[config.mk]
export PLATFORM = sky130hd
export DESIGN_NAME = mc_control_unit
export DESIGN_NICKNAME = d
export VERILOG_FILES = /design/src/rtl/rv_ctrl_pkg.sv /design/src/rtl/mc_ctrl_decode.sv /design/src/rtl/mc_control_unit.sv
export SDC_FILE = /design/constraint.sdc
export NUM_CORES = 1
export LEC_CHECK = 0
export CAP_MARGIN = 20
export CORE_ASPECT_RATIO = 0.8
export CORE_MARGIN = 3
export CORE_UTILIZATION = 45
export CTS_BUF_LIST = sky130_fd_sc_hd__clkbuf_16
export CTS_CLUSTER_DIAMETER = 60
export CTS_CLUSTER_SIZE = 10
export DETAILED_ROUTE_END_ITERATION = 10
export GPL_ROUTABILITY_DRIVEN = 1
export GPL_TIMING_DRIVEN = 0
export HOLD_SLACK_MARGIN = 0.1
export PLACE_DENSITY = 0.82
export SLEW_MARGIN = 20
export SYNTH_ARGS = -nofsm -noshare
export SYNTH_HDL_FRONTEND = slang
export SYNTH_HIERARCHICAL = 1
export SYNTH_SLANG_ARGS = --single-unit
[constraint.sdc]
create_clock -name clk -period 2.7 [get_ports clk]
set_input_delay 0.81 -clock clk [delete_from_list [all_inputs] [get_ports clk]]
set_output_delay 0.81 -clock clk [all_outputs]
set_load 0.05 [all_outputs]
[src/rtl/rv_ctrl_pkg.sv]
`default_nettype none
// +--------------------------------------------------------------------+
// | rv_ctrl_pkg : opcodes, field encodings, states and opcode classes   |
// | Rev 1.0                                                             |
// +--------------------------------------------------------------------+
package rv_ctrl_pkg;

   localparam logic [6:0] c_op_r      = 7'b0110011;
   localparam logic [6:0] c_op_imm    = 7'b0010011;
   localparam logic [6:0] c_op_load   = 7'b0000011;
   localparam logic [6:0] c_op_store  = 7'b0100011;
   localparam logic [6:0] c_op_branch = 7'b1100011;
   localparam logic [6:0] c_op_jal    = 7'b1101111;

   localparam logic [2:0] c_imm_i = 3'b000;
   localparam logic [2:0] c_imm_s = 3'b001;
   localparam logic [2:0] c_imm_b = 3'b010;
   localparam logic [2:0] c_imm_j = 3'b011;

   localparam logic [1:0] c_alu_add    = 2'b00;
   localparam logic [1:0] c_alu_sub    = 2'b01;
   localparam logic [1:0] c_alu_rfunct = 2'b10;
   localparam logic [1:0] c_alu_ifunct = 2'b11;

   localparam logic [2:0] c_st_fetch  = 3'd0;
   localparam logic [2:0] c_st_decode = 3'd1;
   localparam logic [2:0] c_st_exec   = 3'd2;
   localparam logic [2:0] c_st_mem    = 3'd3;
   localparam logic [2:0] c_st_wb     = 3'd4;
   localparam logic [2:0] c_st_trap   = 3'd7;

   typedef enum logic [2:0] {
      CLS_R,
      CLS_IALU,
      CLS_LW,
      CLS_SW,
      CLS_BEQ,
      CLS_JAL,
      CLS_ILLEGAL
   } op_class_t;

endpackage
`default_nettype wire

[src/rtl/mc_ctrl_decode.sv]
`default_nettype none
// +--------------------------------------------------------------------+
// | mc_ctrl_decode : combinational opcode -> instruction class          |
// | Rev 1.0                                                             |
// +--------------------------------------------------------------------+
module mc_ctrl_decode
   import rv_ctrl_pkg::*;
#(
   parameter bit ENABLE_IALU = 1'b1,
   parameter bit ENABLE_JAL  = 1'b1
) (
   input  logic [6:0] opcode,
   output op_class_t  op_class
);

   // Disabled opcode groups fall through to ILLEGAL so they trap.
   always_comb begin
      op_class = CLS_ILLEGAL;
      case (opcode)
         c_op_r:      op_class = CLS_R;
         c_op_imm:    if (ENABLE_IALU) op_class = CLS_IALU;
         c_op_load:   op_class = CLS_LW;
         c_op_store:  op_class = CLS_SW;
         c_op_branch: op_class = CLS_BEQ;
         c_op_jal:    if (ENABLE_JAL) op_class = CLS_JAL;
         default:     op_class = CLS_ILLEGAL;
      endcase
   end

endmodule
`default_nettype wire

[src/rtl/mc_control_unit.sv]
`default_nettype none
// +--------------------------------------------------------------------+
// | mc_control_unit : multi-cycle FETCH/DECODE/EXEC/MEM/WB sequencer    |
// | Rev 1.0                                                             |
// +--------------------------------------------------------------------+
module mc_control_unit
   import rv_ctrl_pkg::*;
#(
   parameter int IMMSEL_W    = 3,
   parameter bit ENABLE_IALU = 1'b1,
   parameter bit ENABLE_JAL  = 1'b1,
   parameter int MEM_TIMEOUT = 15
) (
   input  logic                clk,
   input  logic                rst,
   input  logic [6:0]          opcode,
   input  logic                mem_ready,
   output logic                mem_req,
   output logic                ir_write,
   output logic                pc_write,
   output logic [IMMSEL_W-1:0] immsel,
   output logic [1:0]          aluop,
   output logic                alusrc,
   output logic                MemtoReg,
   output logic                regwrite_en,
   output logic                MemRead,
   output logic                MemWrite,
   output logic                Branch,
   output logic                Jump,
   output logic [2:0]          state_o,
   output logic                instr_done,
   output logic                illegal_op,
   output logic                mem_timeout
);

   localparam int c_cnt_w = (MEM_TIMEOUT > 0) ? $clog2(MEM_TIMEOUT + 1) : 1;
   localparam logic [c_cnt_w-1:0] c_cnt_max = c_cnt_w'(MEM_TIMEOUT);

   logic [2:0]         r_state;
   logic [2:0]         w_next_state;
   op_class_t          r_class;
   op_class_t          w_dec_class;
   logic [c_cnt_w-1:0] r_wait_cnt;
   logic               r_illegal;
   logic               r_timeout;
   logic               w_waiting;
   logic               w_expired;
   logic               w_enter_wait;

   mc_ctrl_decode #(
      .ENABLE_IALU (ENABLE_IALU),
      .ENABLE_JAL  (ENABLE_JAL)
   ) u_decode (
      .opcode   (opcode),
      .op_class (w_dec_class)
   );

   assign w_waiting    = (r_state == c_st_fetch) || (r_state == c_st_mem);
   // A ready on the terminal count still completes the access.
   assign w_expired    = (MEM_TIMEOUT > 0) && w_waiting && !mem_ready && (r_wait_cnt == c_cnt_max);
   assign w_enter_wait = (w_next_state != r_state) &&
                         ((w_next_state == c_st_fetch) || (w_next_state == c_st_mem));

   always_comb begin
      w_next_state = r_state;
      case (r_state)
         c_st_fetch:  if (mem_ready) w_next_state = c_st_decode;
         c_st_decode: w_next_state = (w_dec_class == CLS_ILLEGAL) ? c_st_trap : c_st_exec;
         c_st_exec: begin
            case (r_class)
               CLS_R, CLS_IALU: w_next_state = c_st_wb;
               CLS_LW, CLS_SW:  w_next_state = c_st_mem;
               default:         w_next_state = c_st_fetch;
            endcase
         end
         c_st_mem:    if (mem_ready) w_next_state = (r_class == CLS_LW) ? c_st_wb : c_st_fetch;
         c_st_wb:     w_next_state = c_st_fetch;
         c_st_trap:   w_next_state = c_st_trap;
         default:     w_next_state = c_st_fetch;
      endcase
      if (w_expired) w_next_state = c_st_trap;
   end

   always_ff @(posedge clk or posedge rst) begin
      if (rst) begin
         r_state    <= c_st_fetch;
         r_class    <= CLS_ILLEGAL;
         r_wait_cnt <= '0;
         r_illegal  <= 1'b0;
         r_timeout  <= 1'b0;
      end else begin
         r_state <= w_next_state;
         if (r_state == c_st_decode) r_class <= w_dec_class;
         if (mem_ready || w_enter_wait)
            r_wait_cnt <= '0;
         else if ((MEM_TIMEOUT > 0) && w_waiting && !w_expired)
            r_wait_cnt <= r_wait_cnt + 1'b1;
         // TRAP is absorbing, so whichever flag fires first is the only one set.
         if ((r_state == c_st_decode) && (w_dec_class == CLS_ILLEGAL)) r_illegal <= 1'b1;
         if (w_expired) r_timeout <= 1'b1;
      end
   end

   assign state_o     = r_state;
   assign illegal_op  = r_illegal;
   assign mem_timeout = r_timeout;

   // Held at zero during reset so an in-flight store is abandoned immediately.
   always_comb begin
      mem_req     = 1'b0;
      ir_write    = 1'b0;
      pc_write    = 1'b0;
      immsel      = '0;
      aluop       = c_alu_add;
      alusrc      = 1'b0;
      MemtoReg    = 1'b0;
      regwrite_en = 1'b0;
      MemRead     = 1'b0;
      MemWrite    = 1'b0;
      Branch      = 1'b0;
      Jump        = 1'b0;
      instr_done  = 1'b0;
      if (!rst) begin
         case (r_state)
            c_st_fetch: begin
               mem_req  = 1'b1;
               MemRead  = 1'b1;
               ir_write = mem_ready;
               pc_write = mem_ready;
            end
            c_st_exec: begin
               case (r_class)
                  CLS_R: aluop = c_alu_rfunct;
                  CLS_IALU: begin
                     aluop  = c_alu_ifunct;
                     alusrc = 1'b1;
                     immsel = IMMSEL_W'(c_imm_i);
                  end
                  CLS_LW: begin
                     alusrc = 1'b1;
                     immsel = IMMSEL_W'(c_imm_i);
                  end
                  CLS_SW: begin
                     alusrc = 1'b1;
                     immsel = IMMSEL_W'(c_imm_s);
                  end
                  CLS_BEQ: begin
                     aluop      = c_alu_sub;
                     immsel     = IMMSEL_W'(c_imm_b);
                     Branch     = 1'b1;
                     instr_done = 1'b1;
                  end
                  CLS_JAL: begin
                     immsel      = IMMSEL_W'(c_imm_j);
                     Jump        = 1'b1;
                     pc_write    = 1'b1;
                     regwrite_en = 1'b1;
                     instr_done  = 1'b1;
                  end
                  default: ;
               endcase
            end
            c_st_mem: begin
               mem_req    = 1'b1;
               MemRead    = (r_class == CLS_LW);
               MemWrite   = (r_class == CLS_SW);
               instr_done = (r_class == CLS_SW) && mem_ready;
            end
            c_st_wb: begin
               regwrite_en = 1'b1;
               MemtoReg    = (r_class == CLS_LW);
               instr_done  = 1'b1;
            end
            default: ;
         endcase
      end
   end

endmodule
`default_nettype wire

==> results of run 1 <==
stage by stage:
step	setup TNS, ps	instances	worst slack [ps]	util, %
2_1_floorplan	-1060	112	-348	-
3_3_place_gp	-16910	164	-1590	70.6
3_5_place_dp	-17750	164	-1610	70.6
4_1_cts	-38.7	170	-36.1	75.0
5_1_grt	-29.8	172	-29.8	76.9
6_report	0	172	66.4	76.9
layer usage:
| layer | share of wire [%] | track usage [%] | wire length, um | up-vias |
|---|---|---|---|---|
| met4 | 1.8 | 7.17 | 53 | 0 |
| met3 | 5.8 | 4.79 | 168 | 6 |
| met5 | 0 | 0 | 0 | - |
| met2 | 47 | 32.4 | 1350 | 35 |
| li1 | - | - | - | 482 |
| met1 | 45 | 29.7 | 1300 | 488 |
power groups by stage:
stage                     Clock (mW)  Sequential, mW  Combinational (mW)
after floorplan                    0           0.325               0.591
after global placement             0           0.262               0.841
after detailed placement           0           0.264               0.852
after CTS                      0.281           0.264               0.866
after global routing           0.289           0.278                1.00
final                          0.276           0.273               0.937
worst paths after layout:
| check | from | end | slack (ps) | cells past startpoint |
|---|---|---|---|---|
| hold reg to reg | illegal_op$_DFFE_PP0P_ | illegal_op$_DFFE_PP0P_ | 480 | 1 |
| setup reg to reg | r_class[1]$_DFFE_PP1N_ | r_wait_cnt[3]$_DFFE_PP0P_ | 800 | 7 |
| min in group asynchronous | rst | state_o[0]$_DFF_PP0_ | 640 | 3 |
| max in group asynchronous | rst | r_class[2]$_DFFE_PP1N_ | 1810 | 3 |
| hold / removal | illegal_op$_DFFE_PP0P_ | illegal_op$_DFFE_PP0P_ | 480 | 1 |
| setup / recovery | opcode[4] | r_wait_cnt[3]$_DFFE_PP0P_ | 70 | 10 |
Yosys cell counts (all sizes together):
master / number
inv: 4
nor2b: 3
nor3: 14
nor2: 7
a32o: 1
dfstp: 2
mux2i: 3
nand2b: 6
or2: 2
xor2: 1
o2bb2ai: 1
clkbuf: 1
and3: 2
and2: 1
conb: 1
and4b: 1
o22ai: 1
dfrtp: 10
nor3b: 1
a221oi: 3
xnor2: 3
nor4: 2
a21o: 2
nand4: 2
a211oi: 2
a311oi: 1
nand3b: 2
nand3: 7
ha: 1
mux2: 3
o21ai: 4
o32a: 1
nor4bb: 1
buf: 8
nand2: 4
a32oi: 1
a21oi: 3
worst max-delay path: cells and delay by family:
family                 cells  cell delay, ps
AOI/OAI and AO/OA          4             680
buffers and inverters      2             660
and+or+nand+nor            4             640
cell families (layout without fill, tap and decap cells):
kind of cell	after synthesis	in the layout	synth area share (%)
AND/OR/NAND/NOR	55	55	32.9
AO/OA/AOI/OAI	20	20	17.9
buffers and inverters	13	49	7.81
flip-flops	12	12	30.0
multiplexers	6	6	6.33
XOR/XNOR	4	4	3.47
adder cells (fa/ha/maj)	1	1	1.24
other	1	1	0.372
sequential cells by signal, indices dropped and copies added (netlist names):
name / cells
illegal_op: 1
r_class: 3
state_o: 3
mem_timeout: 1
r_wait_cnt: 4
repair_timing:
| item | CTS | global route |
|---|---|---|
| gates resized for setup | 68 | 29 |
| pin swaps | 0 | 2 |
| setup endpoints to repair | 19 | 16 |
| buffers inserted | 2 | 3 |
final cells by class:
class | count | share of cell area [%]
multi-input cells | 87 | 49.2
flip-flops and latches | 12 | 19.7
repair buffers | 33 | 19.0
clock buffers | 3 | 4.89
plain buffers | 8 | 3.83
well taps | 24 | 1.95
inverters | 4 | 1.22
clock inverters | 1 | 0.244
==> load_flow_metrics.sql, run 1 <==
INSERT INTO impl_metrics (metric_group, metric, value, unit) VALUES
('pwr', 'share_clk_of_total_power', '18.6', '%'),
('floorplanning', 'dieHeight', '48.3', 'um'),
('grt', 'grt_max_degree', '15', ''),
('pwr', 'p_sw', '0.705', 'mW'),
('synthesis', 'ys_top_cells_by_area', 'sky130_fd_sc_hd__dfrtp_1 25%, sky130_fd_sc_hd__nor3_1 6.5%, sky130_fd_sc_hd__dfstp_2 5.2%, sky130_fd_sc_hd__nand2b_1 3.7%, sky130_fd_sc_hd__nand3_1 3.5%', ''),
('synthesis', 'yosysTopAreaCell', 'sky130_fd_sc_hd__dfrtp_1', ''),
('sta', 'final_period_minus_worst_setup_slack', '2630', 'ps'),
('pwr', 'netSwitchingFraction', '47.4', '%'),
('critical_path', 'critPathCaptureType', 'flop', ''),
('floorplanning', 'die_w', '58.9', 'um'),
('floorplanning', 'top_level_ports', '31', ''),
('status', 'outcome', 'completed', ''),
('clocking', 'clock_latency', '250', 'ps'),
('route', 'drc', '0', ''),
('synthesis', 'synth.yosys.seq_area_share', '30.0', '%'),
('critical_path', 'worstPathMaxFanout', '4', ''),
('placement', 'detailedPlacementHpwl', '1940', 'um'),
('route', 'vias', '1011', ''),
('layout', 'nNetsFinal', '160', ''),
('layout', 'fillerInstances', '138', ''),
('pwr', 'power.combinational.fraction', '63.0', '%'),
('synthesis', 'synthesis.area_per_instance', '9.00', 'um^2'),
('critical_path', 'crit_path_cell_trace', 'clkdlybuf4s50_1 > nor2b_4 > o21ai_1 > a21oi_2 > nor2b_1 > and3_1 > a311oi_2 > a221oi_2 > buf_4 > nor3_1', ''),
('pwr', 'power_report.internal_total', '0.782', 'mW'),
('placement', 'numPortBuffers', '28', ''),
('layout', 'register_area', '303', 'um^2'),
('synthesis', 'synthesized_flop_and_latch_total', '12', ''),
('synthesis', 'netlist_instances', '112', ''),
('route', 'dr.first_iter.drc_count', '27', ''),
('critical_path', 'critPathRequiredTime', '2850', 'ps'),
('route', 'wirelength', '2870', 'um'),
('clocking', 'cts_sinks', '12', ''),
('critical_path', 'cell_at_the_slowest_stage_of_the_critical_path', 'sky130_fd_sc_hd__clkdlybuf4s50_1', ''),
('sta', 'hold_slack', '482', 'ps'),
('clocking', 'cts_max_path_buffers', '2', ''),
('synthesis', 'netlist-cell-type-count', '49', ''),
('floorplanning', 'coreArea', '2000', 'um^2'),
('job', 'maxCapViolations', '0', ''),
('layout', 'multi_input_comb_area', '756', 'um^2'),
('placement', 'gp_congestion', '0.844', ''),
('clocking', 'tritoncts', 'built', ''),
('synthesis', 'syn_nets', '123', ''),
('synthesis', 'post-synth-top-area-fraction', '24.8', '%'),
('grt', 'gr-total-overflow', '0', ''),
('clocking', 'h_tree_lvl_count', '1', ''),
('route', 'antenna_violating_nets_post_route', '0', ''),
('route', 'post_drt_via_cell_ratio', '5.88', ''),
('layout', 'drive_above_1_share', '48.6', '%'),
('clocking', 'numCtsBuffers', '3', ''),
('sta', 'remaining_max_slew_budget_at_the_tightest_pin', '65.0', '%'),
('clocking', 'worst_setup_hold_path_clk_slew', '40', 'ps'),
('grt', 'grt_util_all_layers', '21.3', '%'),
('synthesis', 'synth.cell_area', '1010', 'um^2'),
('pwr', 'power_frac_seq', '18.4', '%'),
('route', 'average_wire_per_standard_cell', '16.7', 'um'),
('layout', 'commonest_non_fill_non_tap_cells_in_the_layout', '10 x sky130_fd_sc_hd__buf_4, 10 x sky130_fd_sc_hd__dfrtp_1, 9 x sky130_fd_sc_hd__buf_2, 9 x sky130_fd_sc_hd__clkdlybuf4s50_1, 8 x sky130_fd_sc_hd__nor3_2', ''),
('critical_path', 'critical_path_class', 'in -> reg', ''),
('floorplanning', 'placement_rows', '14', ''),
('placement', 'placed_cell_area', '1410', 'um^2'),
('synthesis', 'synth.yosys.warnings', '6', ''),
('clocking', 'cts_root_buffer', 'sky130_fd_sc_hd__clkbuf_16', ''),
('pwr', 'p_leak', '0.632', 'nW'),
('floorplanning', 'initial_utilization', '50.5', '%'),
('layout', 'finalInstanceArea', '1540', 'um^2'),
('sta', 'setup_viol', '0', ''),
('min_path', 'worstHoldPathType', 'reg -> reg', ''),
('clocking', 'cts-hold-fix-buffers', '0', ''),
('layout', 'ant_diodes', '0', ''),
('sta', 'worst-slew-pin-transition', '526', 'ps'),
('grt', 'number_of_antenna_violations_at_the_first_check_in_global_routing', '0', ''),
('sta', 'final_min_period_over_clock_period', '97.5', '%');
Power figures use the tool's default switching activity.
==> inputs of run 2 (changes only) <==
--- a/config.mk
+++ b/config.mk
@@ -5,7 +5,6 @@
 export SDC_FILE = /design/constraint.sdc
 export NUM_CORES = 1
 export LEC_CHECK = 0
-export CAP_MARGIN = 20
 export CORE_ASPECT_RATIO = 0.8
 export CORE_MARGIN = 3
 export CORE_UTILIZATION = 45
@@ -14,7 +13,6 @@
 export CTS_CLUSTER_SIZE = 10
 export DETAILED_ROUTE_END_ITERATION = 10
 export GPL_ROUTABILITY_DRIVEN = 1
-export GPL_TIMING_DRIVEN = 0
 export HOLD_SLACK_MARGIN = 0.1
 export PLACE_DENSITY = 0.82
 export SLEW_MARGIN = 20
==> run 2 against run 1 <==
Net effect:
- the flow now finishes with violations (negative setup slack)
- clock power barely moved
- sequential share of layout area fell by 2.0 points
- die area did not move
- cell count rose by 1.2%
- clock-buffer cell count did not move
- setup slack got worse by 110 ps
- via count rose by 7.0%
- combinational power rose by 9.9%
- power rose by 9.0%
- maximum frequency fell by 4.0%
- critical path type unchanged
- highest routed layer unchanged
==> load_flow_metrics.sql, run 2 (synthesized netlist as in run 1, its figures left out) <==
INSERT INTO impl_metrics (metric_group, metric, value, unit) VALUES
('critical_path', 'critPathRequiredTime', '2800', 'ps'),
('layout', 'finalInstanceArea', '1710', 'um^2'),
('job', 'maxCapViolations', '0', ''),
('sta', 'worst-slew-pin-transition', '622', 'ps'),
('layout', 'drive_above_1_share', '48.7', '%'),
('clocking', 'tritoncts', 'built', ''),
('route', 'antenna_violating_nets_post_route', '0', ''),
('sta', 'remaining_max_slew_budget_at_the_tightest_pin', '58.5', '%'),
('sta', 'fin_setup_tns', '-47.0', 'ps'),
('clocking', 'cts_max_path_buffers', '2', ''),
('floorplanning', 'placement_rows', '14', ''),
('pwr', 'pwr_cell_area', '947', 'nW/um^2'),
('clocking', 'clock_latency', '240', 'ps'),
('sta', 'final_min_period_over_clock_period', '102', '%'),
('placement', 'dp_slack', '-284', 'ps'),
('critical_path', 'cell_at_the_slowest_stage_of_the_critical_path', 'sky130_fd_sc_hd__clkdlybuf4s50_1', ''),
('layout', 'area.growth.synth_to_final', '69.7', '%'),
('critical_path', 'timing.rr.start', 'state_o[1]$_DFF_PP0_', ''),
('min_path', 'timing.hold.worst.start', 'mem_timeout$_DFFE_PP0P_', ''),
('floorplanning', 'top_level_ports', '31', ''),
('sta', 'layout_setup_ws', '-44.3', 'ps'),
('critical_path', 'signal_arrival_time_at_the_worst_endpoint', '2850', 'ps'),
('pwr', 'p_leak', '0.679', 'nW'),
('grt', 'number_of_antenna_violations_at_the_first_check_in_global_routing', '0', ''),
('layout', 'nNetsFinal', '162', ''),
('layout', 'largest_register', 'r_wait_cnt', ''),
('layout', 'most_common_library_cell_in_the_layout_ignoring_fill_and_taps', 'sky130_fd_sc_hd__buf_4', ''),
('critical_path', 'crit_family', 'compound AO/OA/AOI/OAI gates', ''),
('grt', 'gr-total-overflow', '0', ''),
('critical_path', 'crit_path_start', 'opcode[3]', ''),
('critical_path', 'critical-path-max-stage-delay', '480', 'ps'),
('clocking', 'numCtsBuffers', '3', ''),
('critical_path', 'worstSetupStartpointType', 'input pin', ''),
('floorplanning', 'die_w', '58.9', 'um'),
('sta', 'setup_viol', '2', ''),
('clocking', 'worst_setup_hold_path_clk_slew', '50', 'ps'),
('status', 'outcome', 'complete, but fails checks', ''),
('pwr', 'netSwitchingFraction', '48.4', '%'),
('route', 'first_pass_iters', '4', ''),
('clocking', 'cts_sinks', '12', ''),
('sta', 'drv_slew', '0', ''),
('floorplanning', 'dieHeight', '48.3', 'um'),
('placement', 'gp_congestion', '0.815', ''),
('layout', 'commonest_non_fill_non_tap_cells_in_the_layout', '18 x sky130_fd_sc_hd__buf_4, 10 x sky130_fd_sc_hd__dfrtp_1, 10 x sky130_fd_sc_hd__clkdlybuf4s50_1, 10 x sky130_fd_sc_hd__buf_12, 7 x sky130_fd_sc_hd__nand3_1', ''),
('critical_path', 'worstPathMaxFanout', '4', ''),
('layout', 'multi_input_comb_area', '793', 'um^2'),
('pwr', 'power_frac_seq', '19.6', '%'),
('pwr', 'power.combinational.fraction', '63.5', '%'),
('layout', 'largest_register_ff_count', '4', ''),
('critical_path', 'reg2reg_slack', '250', 'ps'),
('grt', 'grt_first_pass_wirelength', '4960', 'um'),
('critical_path', 'critical_path_class', 'in -> reg', ''),
('sta', 'rsz0062_at_grt', 'yes', ''),
('route', 'vias', '1082', ''),
('route', 'average_wire_per_standard_cell', '19.3', 'um'),
('sta', 'clock_skew', '4.23', 'ps'),
('critical_path', 'critPathCaptureType', 'flop', ''),
('floorplanning', 'coreArea', '2000', 'um^2'),
('grt', 'vias_in_the_first_global_route', '1030', ''),
('floorplanning', 'initial_utilization', '50.5', '%'),
('placement', 'detailedPlacementHpwl', '2110', 'um'),
('grt', 'grt_util_all_layers', '22.2', '%'),
('critical_path', 'crit_path_cell_trace', 'clkdlybuf4s50_1 > nor3_4 > buf_4 > a32o_1 > nand3_1 > a32oi_1 > o22ai_2 > a221oi_4 > nor3_1', ''),
('route', 'wirelength', '3360', 'um'),
('floorplanning', 'die-area', '2850', 'um^2'),
('pwr', 'p_sw', '0.784', 'mW'),
('placement', 'numPortBuffers', '29', ''),
('layout', 'fillerInstances', '98', ''),
('layout', 'finish.utilization', '85.7', '%'),
('pwr', 'power_report.internal_total', '0.837', 'mW'),
('route', 'post_drt_via_cell_ratio', '6.22', ''),
('route', 'dr.first_iter.drc_count', '39', ''),
('critical_path', 'critPathBufInv', '2', ''),
('sta', 'maxClockFrequency', '364', 'MHz'),
('layout', 'ant_diodes', '0', ''),
('pwr', 'power.ir.vdd_worst', '761', 'uV'),
('placement', 'placed_cell_area', '1540', 'um^2'),
('grt', 'grt_max_degree', '17', ''),
('status', 'violations_in_the_final_reports', 'negative setup slack', ''),
('pwr', 'share_clk_of_total_power', '16.9', '%'),
('clocking', 'h_tree_lvl_count', '1', ''),
('clocking', 'cts_root_buffer', 'sky130_fd_sc_hd__clkbuf_16', ''),
('layout', 'register_area', '303', 'um^2'),
('sta', 'final_period_minus_worst_setup_slack', '2740', 'ps'),
('sta', 'finalHoldViolCount', '0', ''),
('min_path', 'worstHoldPathType', 'reg -> reg', ''),
('route', 'drc', '0', '');
run 2: cell types whose count changed in the layout (fill, tap and decap cells not counted), sizes merged:
cell | previous run | this run
buf | 24 | 30
clkdlybuf4s15 | 2 | 0
dlymetal6s2s | 3 | 1
clkbuf | 5 | 4
clkdlybuf4s50 | 9 | 10
run 2: per-stage QoR:
step / hold WS [ps] / instances / power (mW)
after floorplan: 552 / 112 / 0.916
after global placement: 445 / 169 / 1.16
after detailed placement: 450 / 169 / 1.18
after CTS: 464 / 173 / 1.49
after global routing: 501 / 174 / 1.69
final: 459 / 174 / 1.62
run 2: repair_timing:
action                     4_1_cts  5_1_grt
buffers inserted                 0        1
setup endpoints to repair       17       11
pin swaps                        4        4
hold buffers                     0        0
gates resized for setup         10       11
run 2: routing by layer:
layer	vias to the layer above	wire, um	global-route usage [%]
met1	515	1340	29.5
met5	-	0	0
met2	69	1620	37.7
met3	12	258	3.46
li1	486	-	-
met4	0	136	4.53
run 2: path summary, 6_finish.rpt:
kind | end | cells past startpoint
worst max-delay path | r_wait_cnt[1]$_DFFE_PP0P_ | 9
worst min-delay path | mem_timeout$_DFFE_PP0P_ | 1
worst max register to register | r_wait_cnt[1]$_DFFE_PP0P_ | 7
worst min register to register | mem_timeout$_DFFE_PP0P_ | 1
max in group asynchronous | r_class[2]$_DFFE_PP1N_ | 4
min in group asynchronous | r_wait_cnt[1]$_DFFE_PP0P_ | 4
run 2: area by class of cell:
| type | instances | share of cell area [%] |
|---|---|---|
| clock buffers | 3 | 4.39 |
| clock inverters | 1 | 0.219 |
| multi-input cells | 87 | 46.3 |
| flip-flops and latches | 12 | 17.7 |
| inverters | 4 | 1.10 |
| well taps | 24 | 1.75 |
| repair buffers | 43 | 28.5 |
run 2: power groups by stage:
stage          sequential [mW]  combinational [mW]  clock [mW]
3_3_place_gp             0.295               0.865           0
5_1_grt                  0.323                1.08       0.286
4_1_cts                  0.302               0.915       0.275
2_1_floorplan            0.325               0.591           0
3_5_place_dp             0.298               0.884           0
6_report                 0.318                1.03       0.274
